$ cat config.mk
export PLATFORM = sky130hd
export DESIGN_NAME = unified_mem_arbiter
export DESIGN_NICKNAME = d
export VERILOG_FILES = /design/src/rtl/arb_pkg.sv /design/src/rtl/arb_timeout_ctr.sv /design/src/rtl/unified_mem_arbiter.sv
export SDC_FILE = /design/constraint.sdc
export NUM_CORES = 1
export LEC_CHECK = 0
export ABC_AREA = 1
export CORE_MARGIN = 4
export CORE_UTILIZATION = 44
export CTS_CLUSTER_SIZE = 20
export DETAILED_ROUTE_END_ITERATION = 7
export PLACE_DENSITY = 0.77
export SYNTH_ARGS = -nofsm -noshare
export SYNTH_HDL_FRONTEND = slang
export SYNTH_SLANG_ARGS = --single-unit
$ cat constraint.sdc
create_clock -name clk -period 1.8 [get_ports clk]
set_input_delay 0.36 -clock clk [delete_from_list [all_inputs] [get_ports clk]]
set_output_delay 0.36 -clock clk [all_outputs]
set_load 0.01 [all_outputs]
$ cat src/rtl/arb_pkg.sv
// Shared types for the unified instruction/data memory arbiter.
package arb_pkg;
  typedef enum logic [1:0] {IDLE, I_BUSY, D_BUSY, RESP} arb_state_t;
  typedef enum logic {OWN_I, OWN_D} owner_t;
  localparam int TMO_W = 8;
endpackage

$ cat src/rtl/arb_timeout_ctr.sv
// Per-access wait counter; at_lim flags the last cycle an access may wait.
module arb_timeout_ctr
  import arb_pkg::*;
#(
  parameter int TIMEOUT_CYC = 255
) (
  input  logic clk,
  input  logic reset,
  input  logic clr,
  input  logic en,
  output logic at_lim
);
  localparam logic [TMO_W-1:0] LIM = TMO_W'(TIMEOUT_CYC - 1);

  logic [TMO_W-1:0] cnt;

  always_ff @(posedge clk or negedge reset) begin
    if (!reset)                cnt <= '0;
    else if (clr)              cnt <= '0;
    else if (en && cnt != LIM) cnt <= cnt + 1'b1;
  end

  assign at_lim = (cnt == LIM);
endmodule

$ cat src/rtl/unified_mem_arbiter.sv
// Arbitrates fetch and data requesters onto one variable-latency memory port,
// data first with a starvation guard for fetch, plus a per-access timeout.
module unified_mem_arbiter
  import arb_pkg::*;
#(
  parameter int ADDR_W      = 32,
  parameter int DATA_W      = 32,
  parameter int STARVE_LIM  = 4,
  parameter int TIMEOUT_CYC = 255
) (
  input  logic              clk,
  input  logic              reset,
  input  logic              i_req,
  input  logic [ADDR_W-1:0] i_addr,
  output logic              i_done,
  output logic [DATA_W-1:0] i_rdata,
  input  logic              d_req,
  input  logic              d_we,
  input  logic [ADDR_W-1:0] d_addr,
  input  logic [DATA_W-1:0] d_wdata,
  output logic              d_done,
  output logic [DATA_W-1:0] d_rdata,
  output logic              mem_req,
  output logic              mem_we,
  output logic [ADDR_W-1:0] mem_addr,
  output logic [DATA_W-1:0] mem_wdata,
  input  logic              mem_ready,
  input  logic [DATA_W-1:0] mem_rdata,
  output logic              stall_f,
  output logic              stall_m,
  output logic              err,
  output logic              err_sticky
);
  localparam logic [3:0] SLIM = 4'(STARVE_LIM);

  arb_state_t        state;
  logic [3:0]        starve_cnt;
  logic              busy, tmo_lim, gnt;
  owner_t            gnt_own;
  logic [DATA_W-1:0] cap_data;

  assign busy     = (state == I_BUSY) || (state == D_BUSY);
  // Aborted accesses and writes both hand back zero.
  assign cap_data = (mem_ready && !mem_we) ? mem_rdata : '0;
  assign stall_f  = i_req & ~i_done;
  assign stall_m  = d_req & ~d_done;

  arb_timeout_ctr #(.TIMEOUT_CYC(TIMEOUT_CYC)) u_tmo (
    .clk    (clk),
    .reset  (reset),
    .clr    (!busy),
    .en     (busy && !mem_ready),
    .at_lim (tmo_lim)
  );

  // Data wins unless fetch has already watched STARVE_LIM data grants go by.
  always_comb begin
    gnt     = 1'b0;
    gnt_own = OWN_I;
    if (d_req && !(i_req && starve_cnt == SLIM)) begin
      gnt     = 1'b1;
      gnt_own = OWN_D;
    end else if (i_req) begin
      gnt     = 1'b1;
      gnt_own = OWN_I;
    end
  end

  always_ff @(posedge clk or negedge reset) begin
    if (!reset) begin
      state      <= IDLE;
      starve_cnt <= '0;
      mem_req    <= 1'b0;
      mem_we     <= 1'b0;
      mem_addr   <= '0;
      mem_wdata  <= '0;
      i_done     <= 1'b0;
      i_rdata    <= '0;
      d_done     <= 1'b0;
      d_rdata    <= '0;
      err        <= 1'b0;
      err_sticky <= 1'b0;
    end else begin
      i_done <= 1'b0;
      d_done <= 1'b0;
      err    <= 1'b0;
      case (state)
        IDLE: if (gnt) begin
          mem_req <= 1'b1;
          if (gnt_own == OWN_D) begin
            state      <= D_BUSY;
            mem_we     <= d_we;
            mem_addr   <= d_addr;
            mem_wdata  <= d_wdata;
            starve_cnt <= !i_req ? '0 : (starve_cnt == SLIM) ? SLIM : starve_cnt + 4'd1;
          end else begin
            state      <= I_BUSY;
            mem_we     <= 1'b0;
            mem_addr   <= i_addr;
            mem_wdata  <= '0;
            starve_cnt <= '0;
          end
        end
        I_BUSY, D_BUSY: if (mem_ready || tmo_lim) begin
          // mem_ready on the limit cycle completes normally.
          state      <= RESP;
          mem_req    <= 1'b0;
          err        <= !mem_ready;
          err_sticky <= err_sticky | !mem_ready;
          if (state == I_BUSY) begin
            i_done  <= 1'b1;
            i_rdata <= cap_data;
          end else begin
            d_done  <= 1'b1;
            d_rdata <= cap_data;
          end
        end
        RESP:    state <= IDLE;
        default: state <= IDLE;
      endcase
    end
  end
endmodule
* Yosys cells after proc, flatten, opt, wreduce, memory -nomap -nowiden
Index checks and enable logic that the tools add are counted.
** Word-level totals
- Bits in registers :: 148
- Input port bits :: 134
- Output and inout bits :: 136
- Logic and storage cells :: 76
** Operators by class
- Add/subtract/negate cells :: 2
- Eq/ne operators :: 9
- Mux-type cells :: 27
- Bitwise logic cells :: 6
- Reductions and logical operators :: 19
** Operator list (count)
- 2-to-1 mux 32 bit :: 3
- 2-to-1 mux 8 bit :: 2
- 2-to-1 mux 1 bit :: 14
- 2-to-1 mux 4 bit :: 3
- AND reduction 3 bit :: 3
- adder 8 x 1 -> 8 bit (second input constant) :: 1
- == test 8 bit (second input constant) :: 1
- != test 8 bit (second input constant) :: 1
- 2-to-1 mux 2 bit :: 3
- case mux 2 bit (3 select lines) :: 1
- AND reduction 2 bit :: 3
- logical AND 1 bit :: 5
- adder 4 x 1 -> 4 bit (second input constant) :: 1
- == test 2 bit (second input constant) :: 2
- == test 4 x 3 -> 1 bit (second input constant) :: 1
- != test 2 bit (second input constant) :: 2
- logical NOT 1 bit :: 3
- inverter 1 bit :: 3
- bitwise AND 1 bit :: 2
- == test 2 x 1 -> 1 bit (second input constant) :: 1
- logical NOT 2 bit :: 1
- logical OR 1 bit :: 2
- != test 2 x 1 -> 1 bit (second input constant) :: 1
- case mux 1 bit (2 select lines) :: 1
- 3 further kinds :: 3

* Logic depth before layout (Yosys ltp)
Gate-level depths: netlist of the first run.
- Depth after elaboration :: 8
- Gate-level depth with buffers :: 10
- Mapped depth without buffers :: 9

* By module
From an unflattened synthesis of the first run, not the netlist that was laid out.
** Second synthesis, totals
- Cells, all modules :: 906
- Area total of the unflattened synthesis :: 7050.5 µm²
** By module, submodules not included
- unified_mem_arbiter :: instances 1, cells an instance 832, area each 6526.3 µm², seq. area each 3503.4 µm²
- arb_timeout_ctr :: instances 1, cells an instance 74, area each 524.3 µm², seq. area each 200.2 µm²

* Worst setup path before layout of the first run
No wires, ideal clock.
- Path kind :: register -> register
- Start :: register state[0]
- End :: register i_rdata[0]
- Setup time :: 117 ps
- Arrival time :: 1455 ps
- Required time :: 1683 ps
- Path slack :: 228 ps
- Cell stages (with the launch flop) :: 10
- Path buffers :: 2
- Period minus slack after synthesis :: 1572 ps
- Cells stage by stage :: dfrtp_1 inv_1 ha_1 inv_2 nor2_4 nand2_8 buf_12 buf_8 nand4_1 nand2_1
** On the way
- Cells in the longest elaborated chain, start to end :: 3
- Elaborated cells on any way between the ends :: 4
- Those cells by class :: eq/ne: 2; reduce/logical: 2
** Ends and longest elaborated chain
- start, declared :: line unified_mem_arbiter.sv:36 : arb_state_t state;
- start signal, assigned :: line unified_mem_arbiter.sv:71 : state <= IDLE;
- start signal, assigned :: line unified_mem_arbiter.sv:91 : state <= D_BUSY;
- start signal, assigned :: line unified_mem_arbiter.sv:97 : state <= I_BUSY;
- == test 2 x 1 -> 1 bit / == test 2 bit (equally long branches) :: line unified_mem_arbiter.sv:87, unified_mem_arbiter.sv:110
- OR reduction 2 bit :: line unified_mem_arbiter.sv:87 : case (state)
- AND reduction 3 bit (no line) *
- end signal, assigned :: line unified_mem_arbiter.sv:112 : i_rdata <= cap_data;
- end, declared :: line unified_mem_arbiter.sv:16 : output logic [DATA_W-1:0] i_rdata,
Every way passes the cells marked *; elsewhere a longest branch is shown, timed or not.
A chain may end at the register's enable or synchronous reset.

* Worst setup path in the final report of the first run
- Start :: register mem_addr[8]
- End :: output mem_addr[8]
** RTL lines
- start, declared :: line unified_mem_arbiter.sv:25 : output logic [ADDR_W-1:0] mem_addr,
- start signal, assigned :: line unified_mem_arbiter.sv:93 : mem_addr <= d_addr;
- start signal, assigned :: line unified_mem_arbiter.sv:99 : mem_addr <= i_addr;
No word-level cell between the ends.

==> results of run 1 <==
## worst paths after layout
| check | startpoint | to | slack [ns] |
|---|---|---|---|
| min in group clk | err_sticky$_DFFE_PN0P_ | err_sticky$_DFFE_PN0P_ | 0.46 |
| max in group asynchronous | reset | i_rdata[26]$_DFFE_PN0P_ | 0.80 |
| worst min register to register | err_sticky$_DFFE_PN0P_ | err_sticky$_DFFE_PN0P_ | 0.46 |
| worst min-delay path | reset | mem_addr[1]$_DFFE_PN0P_ | 0.41 |
| worst max register to register | u_tmo.cnt[0]$_DFFE_PN0P_ | d_rdata[26]$_DFFE_PN0P_ | 0.15 |
| worst max-delay path | mem_addr[8]$_DFFE_PN0P_ | mem_addr[8] | 0.08 |
## power breakdown
| part | switching, mW | total, mW | internal [mW] | leakage (nW) |
|---|---|---|---|---|
| combinational | 4.61 | 8.52 | 3.91 | 3.03 |
| sequential | 0.735 | 5.35 | 4.62 | 1.93 |
| clock | 1.38 | 3.82 | 2.44 | 0.306 |
| total | 6.72 | 17.7 | 11.0 | 5.27 |
## layer usage
layer  vias up  wire length, um  part of all wire [%]
li1       3291                -                     -
met4         0              526                   2.4
met1      3215             8950                    41
met5         -                0                     0
met2       265            10500                    48
met3        36             1910                   8.7
## what timing repair did
action / in CTS / in global routing
hold buffers: 1 / 0
resized for setup: 7 / 1
endpoints found under the hold margin: 30 / 0
endpoints found under the setup margin: 2 / 1
## logic make-up after synthesis
| kind of cell | Yosys count |
|---|---|
| buffers and inverters | 114 |
| xor gates and xnor gates | 4 |
| AOI/OAI and AO/OA | 45 |
| DFF | 148 |
| adders and majority gates | 6 |
| and+or+nand+nor | 553 |
## final cells by class
| cell class | count | area, um2 | area share [%] |
|---|---|---|---|
| Clock buffer | 21 | 470 | 4.40 |
| Inverter | 53 | 199 | 1.86 |
| Clock inverter | 11 | 174 | 1.63 |
| Timing Repair Buffer | 300 | 3120 | 29.2 |
| Multi-Input combinational cell | 608 | 2760 | 25.8 |
| Tap cell | 211 | 264 | 2.47 |
| Sequential cell | 148 | 3700 | 34.7 |
## registers in the layout, indices dropped and copies added (netlist names)
| signal | count |
|---|---|
| mem_req | 1 |
| err | 1 |
| starve_cnt | 4 |
| mem_we | 1 |
| u_tmo.cnt | 8 |
| i_rdata | 32 |
| state | 2 |
| mem_addr | 32 |
| d_done | 1 |
| mem_wdata | 32 |
| i_done | 1 |
| err_sticky | 1 |
| d_rdata | 32 |
## metrics by stage
stage	util [%]	worst slack, ns	hold slack (ns)	total power, mW
finish	69.3	0.0807	0.409	17.7
global route	69.3	0.00442	0.423	18.8
CTS	69.2	0.0386	0.401	17.8
detailed placement	65.0	-0.530	0.276	13.9
global placement	65.0	-0.526	0.282	13.8
floorplan	-	0.228	0.0644	9.70
## layout by cell type (no fill, tap or decap), types with 3 or more instances in the layout
master / synthesis / routed
clkinvlp_4: 0 / 3
inv_2: 2 / 4
buf_4: 6 / 14
ha_1: 6 / 5
nor2_4: 2 / 3
nand4_1: 66 / 66
clkbuf_8: 0 / 3
xor2_1: 3 / 3
nand3_1: 49 / 49
bufinv_16: 0 / 4
nand2_1: 387 / 387
o21ai_0: 38 / 38
nor2_1: 39 / 38
dlygate4sd2_1: 0 / 4
buf_12: 1 / 15
dfrtp_1: 148 / 148
o21ai_1: 3 / 3
clkdlybuf4s50_1: 0 / 264
clkbuf_16: 0 / 17
inv_1: 51 / 49
==> metrics.cfg, run 1 <==
[status]
status=completed

[floorplanning]
core_area_mm2=0.0154
die_w_um=134
fp.dieArea_mm2=0.0181
pin_count=270
start_util_pct=45.6
std_cell_rows=45
die_y_um=134

[clocking]
cts-root-buf=clkbuf_16
cts.clk_slew.worst_paths_ns=0.06
cts.htree.levels=4
cts_buffer_depth=2
clkLatencyLatePin_ns=0.42
cts_tree=built
cts_inserted_buffers=17
cts.sinks=148
post_cts_buffers=0

[min_path]
hp-class=in -> async

[sta]
timing.final.crit_share_pct=95.5
maxClockFrequency_mhz=582
min_period_ns=1.72
worst_pin_slew_ns=0.488
rsz0062_at_grt=no
relSlewSlack_pct=67.4
hold_viol_final=0
fin_setup_tns_ns=0
fin_skew_ns=0.00821
setup_viol=0
maxSlewViolCount=0

[global_route]
met3_usage_pct=7.95
met1_usage_pct=30.9
grt_max_degree=62
use_met2_pct=38.7
grt_pass1_vias=6580
busiest_layer=met2
grt_antenna_before_repair=0
grt_pass1_wl_mm=34.9
grt.overflow.total=0
grt_usage_pct=24.2

[yosys]
synth_edf_count=0
yosysTopAreaCell=dfrtp_1
synth.avg_cell_area_um2=8.08
netlist_top_cells_area=dfrtp_1, nand2_1, nand4_1, nand3_1, inv_1
synthAdderAreaFrac_pct=1.07
synthFlopType=dfrtp_1
yosys_warnings=0
synthArstFlopShare_pct=100
synth-seq-cells=148
synthMuxAreaShare_pct=0
synth_top_area_share_pct=52.7
synth.top_cells.by_count=nand2_1, dfrtp_1, nand4_1
yosys.area_share.simple_pct=34.1
syn_inst=870
synth_area_mm2=0.00703
synth_compound_area_share_pct=3.33
yosys.cell_types.count=30
seq_area_frac_synth_pct=52.7
yosysMostFrequentCell=nand2_1
syn_nets=1010
synth_top_family_by_area=simple AND/OR/NAND/NOR gates
synth_xor_area_share_pct=0.498

[run]
cap_violations=0

[setup_path]
reg2reg_depth=10
cp_top_family=buffers and inverters
worstSetupPathType=reg -> out
cp-start-kind=flop
critPathMaxFanout=2
endpoint_kind=output pin
cp.required_ns=1.44
slowest_delay_ns=0.58
worst_ep_arrival_time_ns=1.36
slowest_stage=clkdlybuf4s50_1
path_cells=clkdlybuf4s50_1
cp_num_buf_inv=1
crit_cells=1

[power_and_ir_drop]
power.leakage_nw=5.27
ir_drop_uv=1140
power_density_mw_per_mm2=1660

[cells_and_area]
nets=1268
synthToLayoutAreaGrowth_pct=52.0
final_area_mm2=0.0107
antenna_cells=0
post_route_cells_drive_above_1_share_pct=6.92
num-fill-cells=1297
final_cells=1352

[routing]
via_per_inst=5.03
vias=6807
routed_wl_mm=21.9
route.detailed.drc=0
post_drt_wl_per_cell_um=16.2
ant_nets=0
drt_first_pass_iters=5
drt_iter0_markers=437

[place]
place_area_mm2=0.0100
gp_congestion=0.846
placed_cells=1319
port_buffers=269
hpwlAfterDp_mm=15.5

No activity file was read; power rests on OpenSTA's default activity.
==> inputs of run 2 (changes only) <==
--- a/config.mk
+++ b/config.mk
@@ -6,11 +6,13 @@
 export NUM_CORES = 1
 export LEC_CHECK = 0
 export ABC_AREA = 1
+export ABC_CLOCK_PERIOD_IN_PS = 1850
 export CORE_MARGIN = 4
 export CORE_UTILIZATION = 44
 export CTS_CLUSTER_SIZE = 20
 export DETAILED_ROUTE_END_ITERATION = 7
 export PLACE_DENSITY = 0.77
+export SLEW_MARGIN = 10
 export SYNTH_ARGS = -nofsm -noshare
 export SYNTH_HDL_FRONTEND = slang
 export SYNTH_SLANG_ARGS = --single-unit
==> constraint.sdc (replaced) <==
create_clock -name clk -period 1.85 [get_ports clk]
set_input_delay 0.37 -clock clk [delete_from_list [all_inputs] [get_ports clk]]
set_output_delay 0.37 -clock clk [all_outputs]
set_load 0.01 [all_outputs]
==> metrics.cfg, run 2 (same netlist as run 1, synthesis figures left out) <==
[setup_path]
cp.required_ns=1.48  ; was 1.44 ns
critPathMaxFanout=2  ; unchanged
path_cells=clkdlybuf4s50_1  ; unchanged
slowest_delay_ns=0.60  ; was 0.58 ns
r2r_slack_ns=0.17  ; was 0.15 ns
cp_top_family=buffers and inverters  ; unchanged
cp_num_buf_inv=1  ; unchanged
slowest_stage=clkdlybuf4s50_1  ; unchanged
worstSetupPathType=reg -> out  ; unchanged
endpoint_kind=output pin  ; unchanged
worst_ep_arrival_time_ns=1.39  ; was 1.36 ns
cp-start-kind=flop  ; unchanged

[clocking]
cts_buffer_depth=2  ; unchanged
cts-root-buf=clkbuf_16  ; unchanged
cts_inserted_buffers=17  ; unchanged
cts.clk_slew.worst_paths_ns=0.06  ; about the same
cts_tree=built  ; unchanged
cts.sinks=148  ; unchanged
clkLatencyLatePin_ns=0.43  ; was 0.42 ns
cts.htree.levels=4  ; unchanged

[power_and_ir_drop]
power_density_mw_per_mm2=1610  ; was 1660 mW/mm2
swShare_pct=38.6  ; was 38.0%
power.leakage_nw=5.26  ; was 5.27 nW
ir_drop_uv=798  ; was 1140 uV
power.share.sequential_pct=30.4  ; was 30.3%
p_comb_share_pct=49.6  ; was 48.2%
internal-power_mw=10.5  ; was 11.0 mW
switchingPower_mw=6.62  ; was 6.72 mW
clkPwrFrac_pct=20.0  ; was 21.6%

[global_route]
busiest_layer=met2  ; unchanged
grt_usage_pct=24.9  ; was 24.2%
grt_pass1_vias=6788  ; was 6580
grt_antenna_before_repair=0  ; unchanged
met3_usage_pct=8.55  ; was 7.95%
met1_usage_pct=31.2  ; was 30.9%
grt.overflow.total=0  ; unchanged
grt_max_degree=54  ; was 62
grt_pass1_wl_mm=35.9  ; was 34.9 mm
use_met2_pct=40.3  ; was 38.7%

[sta]
worst_pin_slew_ns=0.404  ; was 0.488 ns
timing.final.crit_share_pct=94.9
setup_viol=0  ; unchanged
maxSlewViolCount=0  ; unchanged
hold_viol_final=0  ; unchanged
min_period_ns=1.76
rsz0062_at_grt=no  ; unchanged
fin_skew_ns=0.00808  ; was 0.00821 ns
hold_ws_ns=0.400  ; was 0.409 ns
relSlewSlack_pct=73.0  ; was 67.4%
maxClockFrequency_mhz=569

[routing]
drt_iter0_markers=438  ; was 437
vias=6888  ; was 6807
drt_first_pass_iters=5  ; unchanged
route.detailed.drc=0  ; unchanged
routed_wl_mm=22.3  ; was 21.9 mm
via_per_inst=5.08  ; was 5.03
post_drt_wl_per_cell_um=16.4  ; was 16.2 um
ant_nets=0  ; unchanged

[floorplanning]
std_cell_rows=45  ; unchanged
pin_count=270  ; unchanged
die_y_um=134  ; unchanged
fp.dieArea_mm2=0.0181  ; unchanged
die_w_um=134  ; unchanged
start_util_pct=45.6  ; unchanged
core_area_mm2=0.0154  ; unchanged

[place]
place_area_mm2=0.0101  ; was 0.0100 mm2
gp_congestion=0.895  ; was 0.846
port_buffers=269  ; unchanged
hpwlAfterDp_mm=15.7  ; was 15.5 mm

[cells_and_area]
layout_commonest_cell=nand2_1  ; unchanged
final_cell_mix=nand2_1, clkdlybuf4s50_1, dfrtp_1, nand4_1  ; unchanged
post_route_cells_drive_above_1_share_pct=6.99  ; was 6.92%
synthToLayoutAreaGrowth_pct=52.0  ; about the same
num-fill-cells=1238  ; was 1297
antenna_cells=0  ; unchanged
multi_input_area_mm2=0.00275  ; was 0.00276 mm2
seq_area_mm2=0.00370  ; unchanged
nets=1271  ; was 1268
final_area_mm2=0.0107  ; about the same

[run]
cap_violations=0  ; unchanged

[status]
status=completed  ; unchanged

[min_path]
hp-class=in -> async  ; unchanged

-- run 2: changes by cell type in the layout (fill, tap and decap cells not counted), sizes merged --
cell and change:
buf +3, bufinv -2, clkdlybuf4s50 +2, clkinvlp +1
dlygate4sd2 -2, inv +1
-- run 2: metrics by stage --
step	cells	total power, mW	setup WS [ns]	setup TNS [ns]	utilization [%]
4_1_cts	1353	17.2	0.0681	0	69.1
5_1_grt	1355	18.3	0.0286	0	69.2
3_3_place_gp	1320	13.6	-0.173	-4.30	65.3
2_1_floorplan	870	9.44	0.278	0	-
6_report	1355	17.2	0.0940	0	69.2
3_5_place_dp	1320	13.7	-0.175	-7.29	65.3
-- run 2: timing repair --
item / 4_1_cts / 5_1_grt
resized for setup: 3 / 1
hold buffers: 1 / 0
buffers inserted: 0 / 2
endpoints found under the setup margin: 2 / 29
endpoints found under the hold margin: 29 / 0
-- run 2: area by class of cell --
class	count	area share [%]
Tap cell	211	2.47
Timing Repair Buffer	303	29.8
Multi-Input combinational cell	608	25.7
Clock inverter	11	1.18
Sequential cell	148	34.7
Clock buffer	21	4.31
Inverter	53	1.86
-- run 2: worst paths after layout --
kind	to	depth (start not counted)	start
min in group clk	d_rdata[31]$_DFFE_PN0P_	2	d_rdata[31]$_DFFE_PN0P_
min reg2reg	d_rdata[31]$_DFFE_PN0P_	2	d_rdata[31]$_DFFE_PN0P_
max reg2reg	u_tmo.cnt[7]$_DFFE_PN0P_	10	u_tmo.cnt[0]$_DFFE_PN0P_
min	mem_addr[1]$_DFFE_PN0P_	2	reset
max in group asynchronous	i_rdata[18]$_DFFE_PN0P_	3	reset
max	i_done	1	i_done$_DFF_PN0_
-- run 2: metal layers --
metal  vias to the layer above  routed length, um
met5                         -                  0
met4                         0                580
met3                        43               2370
met2                       323              10500
met1                      3224               8790
li1                       3298                  -
-- run 2: power by group through the flow --
stage | Combinational [mW] | Clock (mW) | Sequential (mW)
CTS | 8.52 | 3.49 | 5.22
global route | 9.29 | 3.64 | 5.38
global placement | 8.35 | 0 | 5.22
finish | 8.52 | 3.43 | 5.22
floorplan | 3.72 | 0 | 5.72
detailed placement | 8.50 | 0 | 5.24
==> inputs of run 3 (changes only) <==
--- a/config.mk
+++ b/config.mk
@@ -16,3 +16,4 @@
 export SYNTH_ARGS = -nofsm -noshare
 export SYNTH_HDL_FRONTEND = slang
 export SYNTH_SLANG_ARGS = --single-unit
+export TNS_END_PERCENT = 5
==> results of run 3 <==
No change in the layout: final DEF, timing and power equal those of run 2.
